[config.mk]
export PLATFORM = sky130hd
export DESIGN_NAME = matrix_block_reader
export DESIGN_NICKNAME = d
export VERILOG_FILES = /design/src/rtl/matrix_pkg.sv /design/src/rtl/matrix_address_getter.sv /design/src/rtl/matrix_stream_fifo2.sv /design/src/rtl/matrix_block_reader.sv
export SDC_FILE = /design/constraint.sdc
export NUM_CORES = 1
export LEC_CHECK = 0
export BUFFER_PORTS_ARGS = -buffer_cell sky130_fd_sc_hd__buf_2
export CAP_MARGIN = 20
export CORE_MARGIN = 4
export CORE_UTILIZATION = 50
export CTS_BUF_LIST = sky130_fd_sc_hd__clkbuf_8
export DETAILED_ROUTE_END_ITERATION = 8
export PLACE_DENSITY_LB_ADDON = 0.08
export SYNTH_ARGS = -nofsm -noshare
export SYNTH_HDL_FRONTEND = slang
export SYNTH_HIERARCHICAL = 1
export SYNTH_SLANG_ARGS = --single-unit
[constraint.sdc]
create_clock -name clk -period 11 [get_ports clk]
set_clock_uncertainty 0.05 [all_clocks]
set_input_delay 0.55 -clock clk [delete_from_list [all_inputs] [get_ports clk]]
set_output_delay 0.55 -clock clk [all_outputs]
set_load 0.01 [all_outputs]
[src/rtl/matrix_pkg.sv]
// Shared constants and types for the matrix BRAM readers.
package matrix_pkg;

   localparam int MATRIX_SLOTS = 8;
   localparam int BLOCK_SIZE   = 1152;
   localparam int ADDR_WIDTH   = 14;
   localparam int DATA_WIDTH   = 32;
   localparam int DIM_WIDTH    = 6;
   localparam int ID_WIDTH     = $clog2(MATRIX_SLOTS);
   localparam int TOTAL_WIDTH  = 2 * DIM_WIDTH;

   typedef enum logic [2:0] {
      RD_IDLE   = 3'd0,
      RD_CHECK  = 3'd1,
      RD_ERR    = 3'd2,
      RD_STREAM = 3'd3,
      RD_DRAIN  = 3'd4,
      RD_DONE   = 3'd5
   } rd_state_t;

endpackage

[src/rtl/matrix_address_getter.sv]
// Base word address of a matrix slot: slots are packed back to back, BLOCK_SIZE words each.
module matrix_address_getter
   import matrix_pkg::*;
(
   input  logic [ID_WIDTH-1:0]   matrix_id,
   output logic [ADDR_WIDTH-1:0] base_addr
);

   // Slot 7 ends at 8*1152-1 = 9215, so the product always fits ADDR_WIDTH.
   always_comb begin
      base_addr = ADDR_WIDTH'(matrix_id) * ADDR_WIDTH'(BLOCK_SIZE);
   end

endmodule

[src/rtl/matrix_stream_fifo2.sv]
// Two-entry FIFO holding {last, data} between the BRAM read port and the output stream.
// Push and pop may happen in the same cycle; the caller guarantees no push when full
// and no pop when empty.
module matrix_stream_fifo2 #(
   parameter int WIDTH = 33
) (
   input  logic             clk,
   input  logic             rst_n,
   input  logic             push,
   input  logic [WIDTH-1:0] push_data,
   input  logic             pop,
   output logic [WIDTH-1:0] head_data,
   output logic [1:0]       count
);

   logic [WIDTH-1:0] mem_q [2];
   logic [WIDTH-1:0] mem_d [2];
   logic             wr_ptr_q, wr_ptr_d;
   logic             rd_ptr_q, rd_ptr_d;
   logic [1:0]       count_q, count_d;

   // Next storage contents, pointers and occupancy.
   always_comb begin
      mem_d    = mem_q;
      wr_ptr_d = wr_ptr_q;
      rd_ptr_d = rd_ptr_q;
      if (push) begin
         mem_d[wr_ptr_q] = push_data;
         wr_ptr_d        = ~wr_ptr_q;
      end
      if (pop) begin
         rd_ptr_d = ~rd_ptr_q;
      end
      count_d = count_q + {1'b0, push} - {1'b0, pop};
   end

   // Storage and pointer registers.
   always_ff @(posedge clk or negedge rst_n) begin
      if (!rst_n) begin
         mem_q[0] <= '0;
         mem_q[1] <= '0;
         wr_ptr_q <= 1'b0;
         rd_ptr_q <= 1'b0;
         count_q  <= 2'd0;
      end else begin
         mem_q[0] <= mem_d[0];
         mem_q[1] <= mem_d[1];
         wr_ptr_q <= wr_ptr_d;
         rd_ptr_q <= rd_ptr_d;
         count_q  <= count_d;
      end
   end

   assign head_data = mem_q[rd_ptr_q];
   assign count     = count_q;

endmodule

[src/rtl/matrix_block_reader.sv]
// Streams one stored matrix out of the shared matrix BRAM in row-major order
// on a valid/ready stream with full backpressure.
//
//   state     | meaning
//   ----------+------------------------------------------------------------
//   RD_IDLE   | waiting for start; id/dims latched when start arrives
//   RD_CHECK  | validate rows*cols against the slot size
//   RD_ERR    | one-cycle error pulse, back to idle
//   RD_STREAM | issuing BRAM reads as credit allows
//   RD_DRAIN  | all reads issued, waiting for the last element handshake
//   RD_DONE   | one-cycle done pulse, back to idle
module matrix_block_reader
   import matrix_pkg::*;
(
   input  logic                  clk,
   input  logic                  rst_n,
   input  logic                  start,
   input  logic [ID_WIDTH-1:0]   matrix_id,
   input  logic [DIM_WIDTH-1:0]  rows,
   input  logic [DIM_WIDTH-1:0]  cols,
   output logic                  busy,
   output logic                  done,
   output logic                  error,
   output logic                  bram_rd_en,
   output logic [ADDR_WIDTH-1:0] bram_addr,
   input  logic [DATA_WIDTH-1:0] bram_rd_data,
   output logic [DATA_WIDTH-1:0] out_data,
   output logic                  out_valid,
   input  logic                  out_ready,
   output logic                  out_last
);

   rd_state_t               state_q, state_d;
   logic [ID_WIDTH-1:0]     id_q, id_d;
   logic [DIM_WIDTH-1:0]    rows_q, rows_d;
   logic [DIM_WIDTH-1:0]    cols_q, cols_d;
   logic [TOTAL_WIDTH-1:0]  rd_idx_q, rd_idx_d;
   logic                    inflight_q, inflight_d;
   logic                    inflight_last_q, inflight_last_d;

   logic [TOTAL_WIDTH-1:0]  total;
   logic                    dims_bad;
   logic                    is_last_idx;
   logic [ADDR_WIDTH-1:0]   base_addr;
   logic [2:0]              credit_used;
   logic                    credit_ok;
   logic                    rd_en;

   logic [DATA_WIDTH:0]     fifo_head;
   logic [1:0]              fifo_count;
   logic                    fifo_empty;
   logic                    fifo_pop;
   logic                    stream_phase;

   matrix_address_getter u_addr (
      .matrix_id (id_q),
      .base_addr (base_addr)
   );

   matrix_stream_fifo2 #(
      .WIDTH (DATA_WIDTH + 1)
   ) u_fifo (
      .clk       (clk),
      .rst_n     (rst_n),
      .push      (inflight_q),
      .push_data ({inflight_last_q, bram_rd_data}),
      .pop       (fifo_pop),
      .head_data (fifo_head),
      .count     (fifo_count)
   );

   // Dimension check and read bookkeeping derived from the latched request.
   always_comb begin
      total       = {{DIM_WIDTH{1'b0}}, rows_q} * {{DIM_WIDTH{1'b0}}, cols_q};
      dims_bad    = (rows_q == '0) || (cols_q == '0) ||
                    (total > TOTAL_WIDTH'(BLOCK_SIZE));
      is_last_idx = (rd_idx_q == total - TOTAL_WIDTH'(1));
   end

   // Output stream view of the FIFO; an element leaving this cycle frees its
   // credit immediately so a ready consumer sees back-to-back beats.
   always_comb begin
      stream_phase = (state_q == RD_STREAM) || (state_q == RD_DRAIN);
      fifo_empty   = (fifo_count == 2'd0);
      out_valid    = stream_phase && !fifo_empty;
      fifo_pop     = out_valid && out_ready;
      out_data     = out_valid ? fifo_head[DATA_WIDTH-1:0] : '0;
      out_last     = out_valid ? fifo_head[DATA_WIDTH] : 1'b0;
      credit_used  = {1'b0, fifo_count} + {2'b00, inflight_q} - {2'b00, fifo_pop};
      credit_ok    = (credit_used < 3'd2);
   end

   // Next-state, read issue and status pulses.
   always_comb begin
      state_d         = state_q;
      id_d            = id_q;
      rows_d          = rows_q;
      cols_d          = cols_q;
      rd_idx_d        = rd_idx_q;
      inflight_d      = 1'b0;
      inflight_last_d = 1'b0;
      rd_en           = 1'b0;
      busy            = (state_q != RD_IDLE);
      done            = 1'b0;
      error           = 1'b0;

      case (state_q)
         RD_IDLE: begin
            if (start) begin
               state_d  = RD_CHECK;
               id_d     = matrix_id;
               rows_d   = rows;
               cols_d   = cols;
               rd_idx_d = '0;
            end
         end
         RD_CHECK: begin
            state_d = dims_bad ? RD_ERR : RD_STREAM;
         end
         RD_ERR: begin
            error   = 1'b1;
            state_d = RD_IDLE;
         end
         RD_STREAM: begin
            if (credit_ok) begin
               rd_en           = 1'b1;
               rd_idx_d        = rd_idx_q + TOTAL_WIDTH'(1);
               inflight_d      = 1'b1;
               inflight_last_d = is_last_idx;
               if (is_last_idx) begin
                  state_d = RD_DRAIN;
               end
            end
         end
         RD_DRAIN: begin
            if (fifo_pop && fifo_head[DATA_WIDTH]) begin
               state_d = RD_DONE;
            end
         end
         RD_DONE: begin
            done    = 1'b1;
            state_d = RD_IDLE;
         end
         default: begin
            state_d = RD_IDLE;
         end
      endcase
   end

   // Read port drives zero whenever no read is being issued.
   always_comb begin
      bram_rd_en = rd_en;
      bram_addr  = rd_en ? (base_addr + ADDR_WIDTH'(rd_idx_q)) : '0;
   end

   // Control registers.
   always_ff @(posedge clk or negedge rst_n) begin
      if (!rst_n) begin
         state_q         <= RD_IDLE;
         id_q            <= '0;
         rows_q          <= '0;
         cols_q          <= '0;
         rd_idx_q        <= '0;
         inflight_q      <= 1'b0;
         inflight_last_q <= 1'b0;
      end else begin
         state_q         <= state_d;
         id_q            <= id_d;
         rows_q          <= rows_d;
         cols_q          <= cols_d;
         rd_idx_q        <= rd_idx_d;
         inflight_q      <= inflight_d;
         inflight_last_q <= inflight_last_d;
      end
   end

endmodule
==> flow_summary.yaml, run 1 <==
detailed_routing:
  wirelength_met1_mm: 6.683
  drt_wl_total_mm: 14.47
  highest_layer: "met4"
  drt_iter0_markers: 183
  wl_per_cell_um: 15.83
  ant_nets: 0
  via_per_inst: 5.337
  wl_met3_um: 521
  wl_met2_mm: 7.089
  route.detailed.drc: 0
  via_count: 4878
  drtPass1Iterations: 4
logic_synthesis:
  async_flop_share_pct: 100.0
  synth.area.top_cells: "dfrtp_1, mux2_2, ha_1"
  ys_seq_area_share_pct: 35.56
  synth_edf_count: 0
  yosysMostFrequentCell: "dfrtp_1"
  syn_avg_cell_area_sq_um: 11.22
  synth_common_cells: "dfrtp_1, mux2_2, and2_1"
  synthFlopType: "dfrtp_1"
  synth_seq_cells: 102
  synthesis.area_sq_um: 7178
  yosysTopAreaCellShare_pct: 35.56
  yosys_warnings: 6
  synthCells: 640
  ys_types: 65
  synth_top_cell_by_area: "dfrtp_1"
sta:
  finalSetupViolations: 0
  grt_setup_unrepaired: "false"
  slew_headroom_pct: 35.14
  slew_viol_final: 0
  period_share_pct: 44.77
  min_period_ns: 4.925
  tightest_slew_ns: 0.9729
  hold_violations: 0
  tns_ns: 0
  holdWs_ns: 0.3472
  max_freq_mhz: 203.0
place:
  place_congestion: 0.8200
  portBuffers: 102
  dpl.hpwl_mm: 10.85
floorplan:
  io_pins: 103
  num_rows: 43
  fp.dieH_um: 127.8
  start_util_pct: 51.31
  die_w_um: 127.8
  die_area_sq_um: 16340
  core_area_sq_um: 13990
pwr:
  comb_power_share_pct: 50.3
  p_sw_w: 0.0006219
  ir_drop_mv: 0.1021
  p_leak_nw: 3.918
  switching_share_pct: 36.48
  seqPwrFrac_pct: 36.2
  p_total_w: 0.001705
  clkPwrFrac_pct: 13.5
  power_density_nw_per_um2: 215.0
  intPower_w: 0.001083
critical_path:
  critPathKind: "register to register"
  crit_fanout: 8
  cp.arrival_ns: 5.15
  cp-start-kind: "register"
  cp.required_ns: 11.22
  end_kind: "register"
cts:
  hold_buffers: 1
  cts_sinks: 102
  cts_tree: "done"
  cts.clk_slew.worst_paths_ns: 0.11
  cts_buffer_depth: 2
  cts_max_level: 3
  cts_setup_buffers: 0
  clock_latency_ns: 0.38
  cts-root-buf: "clkbuf_8"
  cts_resized: 0
  numCtsBuffers: 9
grt:
  grt_pass1_wl_mm: 24.34
  overflow: 0
  antenna_found_initial: 0
  grt_max_degree: 78
  grt_pass1_vias: 5055
  grtUsageTotal_pct: 18.35
cells_and_area:
  nets: 836
  area_growth_pct: 10.44
  layout-drive-gt1-share_pct: 35.15
  antenna_cells: 0
run_status:
  status: "finished, final reports clean"
run:
  cap_violations: 0
min_path:
  min_path_type: "input pin to register"
[sequential cells by signal, summed over array words and instances (netlist names)]
register,cells
cols_q,6
rd_idx_q,12
u_fifo/count,2
u_fifo/rd_ptr_q,1
u_fifo/wr_ptr_q,1
id_q,3
inflight_q,1
u_fifo/mem_q,66
inflight_last_q,1
state_q,3
rows_q,6
[path summary, 6_finish.rpt]
| path | endpoint | start | cells after the start | slack [ns] |
|---|---|---|---|---|
| max in group asynchronous | u_fifo/mem_q[44] | rst_n | 3 | 9.05 |
| worst max register to register | state_q[2] | rows_q[2] | 17 | 6.07 |
| worst min-delay path | rows_q[4] | rows[4] | 2 | 0.35 |
| worst max-delay path | state_q[2] | rows_q[2] | 17 | 6.07 |
| worst min register to register | u_fifo/mem_q[1] | u_fifo/mem_q[1] | 1 | 0.46 |
| min in group asynchronous | u_fifo/mem_q[6] | rst_n | 2 | 0.56 |
[cells in the final DEF (no fill, tap or decap), drive strengths merged, types with 4 or more instances in the layout]
cell | Yosys | final
inv | 30 | 32
a21o | 5 | 5
a31oi | 5 | 5
and2 | 66 | 66
dfrtp | 102 | 102
a21oi | 18 | 18
nor2 | 38 | 38
clkbuf | 11 | 9
fa | 19 | 19
and3 | 9 | 9
nand2 | 25 | 25
conb | 1 | 8
xnor2 | 23 | 23
mux2 | 114 | 114
o21ai | 13 | 13
buf | 26 | 107
nor3 | 14 | 14
mux2i | 4 | 4
ha | 37 | 37
nand3 | 8 | 8
xor2 | 23 | 23
[worst max-delay path: stages, from the launching register on]
cell and delay [ns]:
dfrtp_1 0.49, nand2_1 0.12, fa_1 0.56, inv_1 0.06, fa_1 0.53, inv_1 0.06
fa_1 0.52, inv_1 0.04, ha_1 0.46, and3_4 0.24, a221oi_4 0.35, mux2i_1 0.44
nor4bb_1 0.11, o21ai_1 0.16, o31ai_2 0.09, o21bai_1 0.21, a211oi_2 0.11, or2_1 0.23
[power groups by stage]
stage | clock network [W] | registers (W) | logic (W)
2_1_floorplan | 0 | 0.000582 | 0.000668
3_3_place_gp | 0 | 0.000612 | 0.000836
3_5_place_dp | 0 | 0.000626 | 0.000852
4_1_cts | 0.000241 | 0.000618 | 0.000856
5_1_grt | 0.000257 | 0.000635 | 0.000945
6_report | 0.000231 | 0.000617 | 0.000857
[logic make-up after synthesis]
family | share of synthesized area [%]
AOI/OAI and AO/OA | 6.554
other | 0.05224
xor gates and xnor gates | 6.188
DFF | 35.56
buffers and inverters | 5.508
adders and majority gates | 11.75
muxes | 20.01
and+or+nand+nor | 14.38
[metrics by stage]
step           area (sq um)  setup WS, ns  std cells  util, %
2_1_floorplan          7204         6.561        647        -
3_3_place_gp           7697         6.209        896    55.03
3_5_place_dp           7697         6.097        896    55.03
4_1_cts                7900         5.654        913    56.48
5_1_grt                7928         5.764        914    56.67
6_report               7928         6.075        914    56.67
[final cells by class]
type / count / area (sq um)
Clock buffer: 9 / 123.9
Clock inverter: 7 / 68.82
Fill cell: 1242 / 6061
Inverter: 30 / 112.6
Multi-Input combinational cell: 478 / 4264
Sequential cell: 102 / 2552
Tap cell: 180 / 225.2
Timing Repair Buffer: 108 / 580.6
[layer usage]
layer | up-vias | GRT usage [%]
li1 | 2356 | -
met1 | 2424 | 23.87
met2 | 83 | 31.55
met3 | 15 | 3.375
met4 | 0 | 4.869
met5 | - | 0
No activity file was read; power rests on OpenSTA's default activity.
==> inputs of run 2 (changes only) <==
--- a/config.mk
+++ b/config.mk
@@ -5,6 +5,7 @@
 export SDC_FILE = /design/constraint.sdc
 export NUM_CORES = 1
 export LEC_CHECK = 0
+export ABC_AREA = 1
 export BUFFER_PORTS_ARGS = -buffer_cell sky130_fd_sc_hd__buf_2
 export CAP_MARGIN = 20
 export CORE_MARGIN = 4
==> constraint.sdc (replaced) <==
create_clock -name clk -period 4.6 [get_ports clk]
set_clock_uncertainty 0.05 [all_clocks]
set_input_delay 0.23 -clock clk [delete_from_list [all_inputs] [get_ports clk]]
set_output_delay 0.23 -clock clk [all_outputs]
set_load 0.01 [all_outputs]
==> run 2 against run 1 <==
  * Die area increased by 4.1%
  * Highest routed layer unchanged
  * Clock power rose to 2.7 times the previous value
  * Power rose to 3.5 times the previous value
  * Global-route usage increased by 1.2 points
  * Sequential power increased to 2.8 times the previous value
  * Hold slack got worse by 0.31 ns
  * Routed wire length is 8.5% higher
  * Fmax rose by 18%
  * Critical endpoint is now state_q[0]
  * Critical path type unchanged
  * Final area up 5.7%
==> flow_summary.yaml, run 2 <==
sta:
  timing.final.ws_setup_ns: 0.4263
  max_freq_mhz: 239.6
  hold_violations: 0
  tightest_slew_ns: 0.9963
  period_share_pct: 90.73
  min_period_ns: 4.174
  grt_setup_unrepaired: "false"
  finalSetupViolations: 0
  holdWs_ns: 0.03837
  tns_ns: 0
  slew_viol_final: 0
  slew_headroom_pct: 33.58
cells_and_area:
  layout-drive-gt1-share_pct: 16.18
  final_cell_mix: "nand2_1, inv_1, buf_2"
  largest-register: "u_fifo/mem_q"
  antenna_cells: 0
  largest_reg_flops: 66
  final_common_cell: "nand2_1"
  reg_top3: "u_fifo/mem_q: 66 flops, rd_idx_q: 12 flops"
  area_growth_pct: 11.77
  nets: 1264
floorplan:
  core_area_sq_um: 14590
  die_area_sq_um: 17010
  num_rows: 44
  fp.dieH_um: 130.4
  io_pins: 103
  die_w_um: 130.4
  start_util_pct: 51.37
cts:
  cts.clk_slew.worst_paths_ns: 0.11
  cts-root-buf: "clkbuf_8"
  cts_max_level: 3
  numCtsBuffers: 9
  cts_tree: "done"
  clock_latency_ns: 0.39
  cts_buffer_depth: 2
  cts_sinks: 102
logic_synthesis:
  synth_top_family_by_area: "simple AND/OR/NAND/NOR gates"
  synth.area.top_cells: "dfrtp_1, nand2_1, inv_1"
  synth-xor-area-share_pct: 1.052
  ys_types: 37
  synthesis.area_sq_um: 7495
  syn_avg_cell_area_sq_um: 7.044
  synthCells: 1064
  ys_seq_area_share_pct: 34.06
  synth-compound-area-share_pct: 12.15
  synth-simple-area-share_pct: 25.99
  yosys_warnings: 6
  synth_fa_ha_area_share_pct: 11.25
  synth_edf_count: 0
  synthFlopType: "dfrtp_1"
  async_flop_share_pct: 100.0
  synth_top_cell_by_area: "dfrtp_1"
  synth_common_cells: "nand2_1, inv_1, dfrtp_1"
  yosysTopAreaCellShare_pct: 34.06
  yosysMostFrequentCell: "nand2_1"
  muxShareOfSynthArea_pct: 0
  synth_seq_cells: 102
critical_path:
  end_kind: "register"
  cp.required_ns: 4.83
  reg2reg_depth: 24
  rr_startpoint: "cols_q[5]"
  reg2reg_to: "state_q[0]"
  cp-start-kind: "register"
  rrSetupSlack_ns: 0.43
  cp.arrival_ns: 4.40
  crit_fanout: 8
  critPathKind: "register to register"
pwr:
  ir_drop_mv: 0.4750
  power_density_nw_per_um2: 707.2
  p_leak_nw: 4.986
run_status:
  status: "finished, final reports clean"
min_path:
  min_from: "bram_rd_data[11]"
  min_path_type: "input pin to register"
  whs_path_depth: 3
  hold_path_end: "u_fifo/mem_q[44]"
place:
  portBuffers: 102
  dpl.hpwl_mm: 11.32
  place_congestion: 0.8453
  place_ws_ns: 0.3271
run:
  cap_violations: 0
detailed_routing:
  drtPass1Iterations: 5
  drt_iter0_markers: 433
  route.detailed.drc: 0
  drt_wl_total_mm: 15.70
  via_count: 6373
  wl_per_cell_um: 11.66
  via_per_inst: 4.735
  ant_nets: 0
grt:
  grt_pass1_vias: 5932
  grt_pass1_wl_mm: 27.16
  grt_max_degree: 68
  antenna_found_initial: 0
  overflow: 0
  grtUsageTotal_pct: 19.56
-- run 2: how the worst max path moves through the flow --
stage / from / to / depth (start not counted)
2_1_floorplan: rows_q[2] / state_q[0] / 25
3_3_place_gp: rows_q[0] / state_q[0] / 21
6_report: cols_q[5] / state_q[0] / 24
5_1_grt: cols_q[5] / state_q[0] / 24
3_5_place_dp: rows_q[0] / state_q[1] / 21
4_1_cts: rows_q[0] / state_q[0] / 21
-- run 2: cells by family (layout without fill, tap and decap cells) --
family                     count (synthesis)  in the layout
DFF                                      102            102
AOI/OAI and AO/OA                        161            161
xor gates and xnor gates                   9              9
adders and majority gates                 56             56
buffers and inverters                    268            359
and+or+nand+nor                          467            467
other                                      1              8
-- run 2: critical path: stages, from the launching register on --
cell     delay [ns]
dfrtp_1        0.49
nand2_1        0.12
fa_1           0.55
inv_1          0.06
fa_1           0.53
inv_1          0.05
fa_1           0.52
inv_1          0.04
ha_1           0.34
nand2_1        0.08
nand2_1        0.07
a21oi_1        0.21
nand2_1        0.10
nand2_1        0.06
nand2_1        0.10
nand2_1        0.07
nand2_1        0.05
nand2_1        0.05
nand2_1        0.07
nor2_1         0.10
nand3_1        0.08
nand2_1        0.11
nand2_1        0.06
nand2_1        0.07
nand2_1        0.05
-- run 2: final cells by class --
| class | count | area (sq um) |
|---|---|---|
| Fill cell | 1440 | 6212 |
| Multi-Input combinational cell | 701 | 3817 |
| Sequential cell | 102 | 2564 |
| Inverter | 218 | 818.3 |
| Timing Repair Buffer | 125 | 725.7 |
| Tap cell | 184 | 230.2 |
| Clock buffer | 9 | 123.9 |
| Clock inverter | 7 | 97.59 |
-- run 2: per-stage QoR --
step	instance area, sq um	instances	power, W	utilization (%)
finish	8377	1346	0.005924	57.42
global route	8377	1346	0.006772	57.42
global placement	7975	1313	0.005250	54.67
floorplan	7521	1071	0.004552	-
CTS	8357	1345	0.005982	57.28
detailed placement	7975	1313	0.005302	54.67
-- run 2: routing by layer --
| metal | vias to the layer above | global-route usage [%] | part of all wire (%) | wire length, um |
|---|---|---|---|---|
| li1 | 3416 | - | - | - |
| met1 | 2828 | 26.87 | 48 | 7560 |
| met2 | 120 | 32.74 | 46 | 7289 |
| met3 | 9 | 3.618 | 4.5 | 702 |
| met4 | 0 | 3.872 | 0.93 | 146 |
| met5 | - | 0 | 0 | 0 |
-- run 2: repair_timing --
item | 4_1_cts | 5_1_grt
hold endpoints to repair | 61 | 0
hold buffers | 16 | 0
buffers inserted | 0 | 1
setup endpoints to repair | 0 | 4
resized for setup | 0 | 9
-- run 2: power breakdown --
part           switching, W  leakage [nW]  internal (W)  total, W
Combinational       0.00221          3.65       0.00138   0.00359
Sequential         0.000403          1.23       0.00130   0.00170
Clock              0.000361         0.113      0.000272  0.000633
Total               0.00297          4.99       0.00295   0.00592
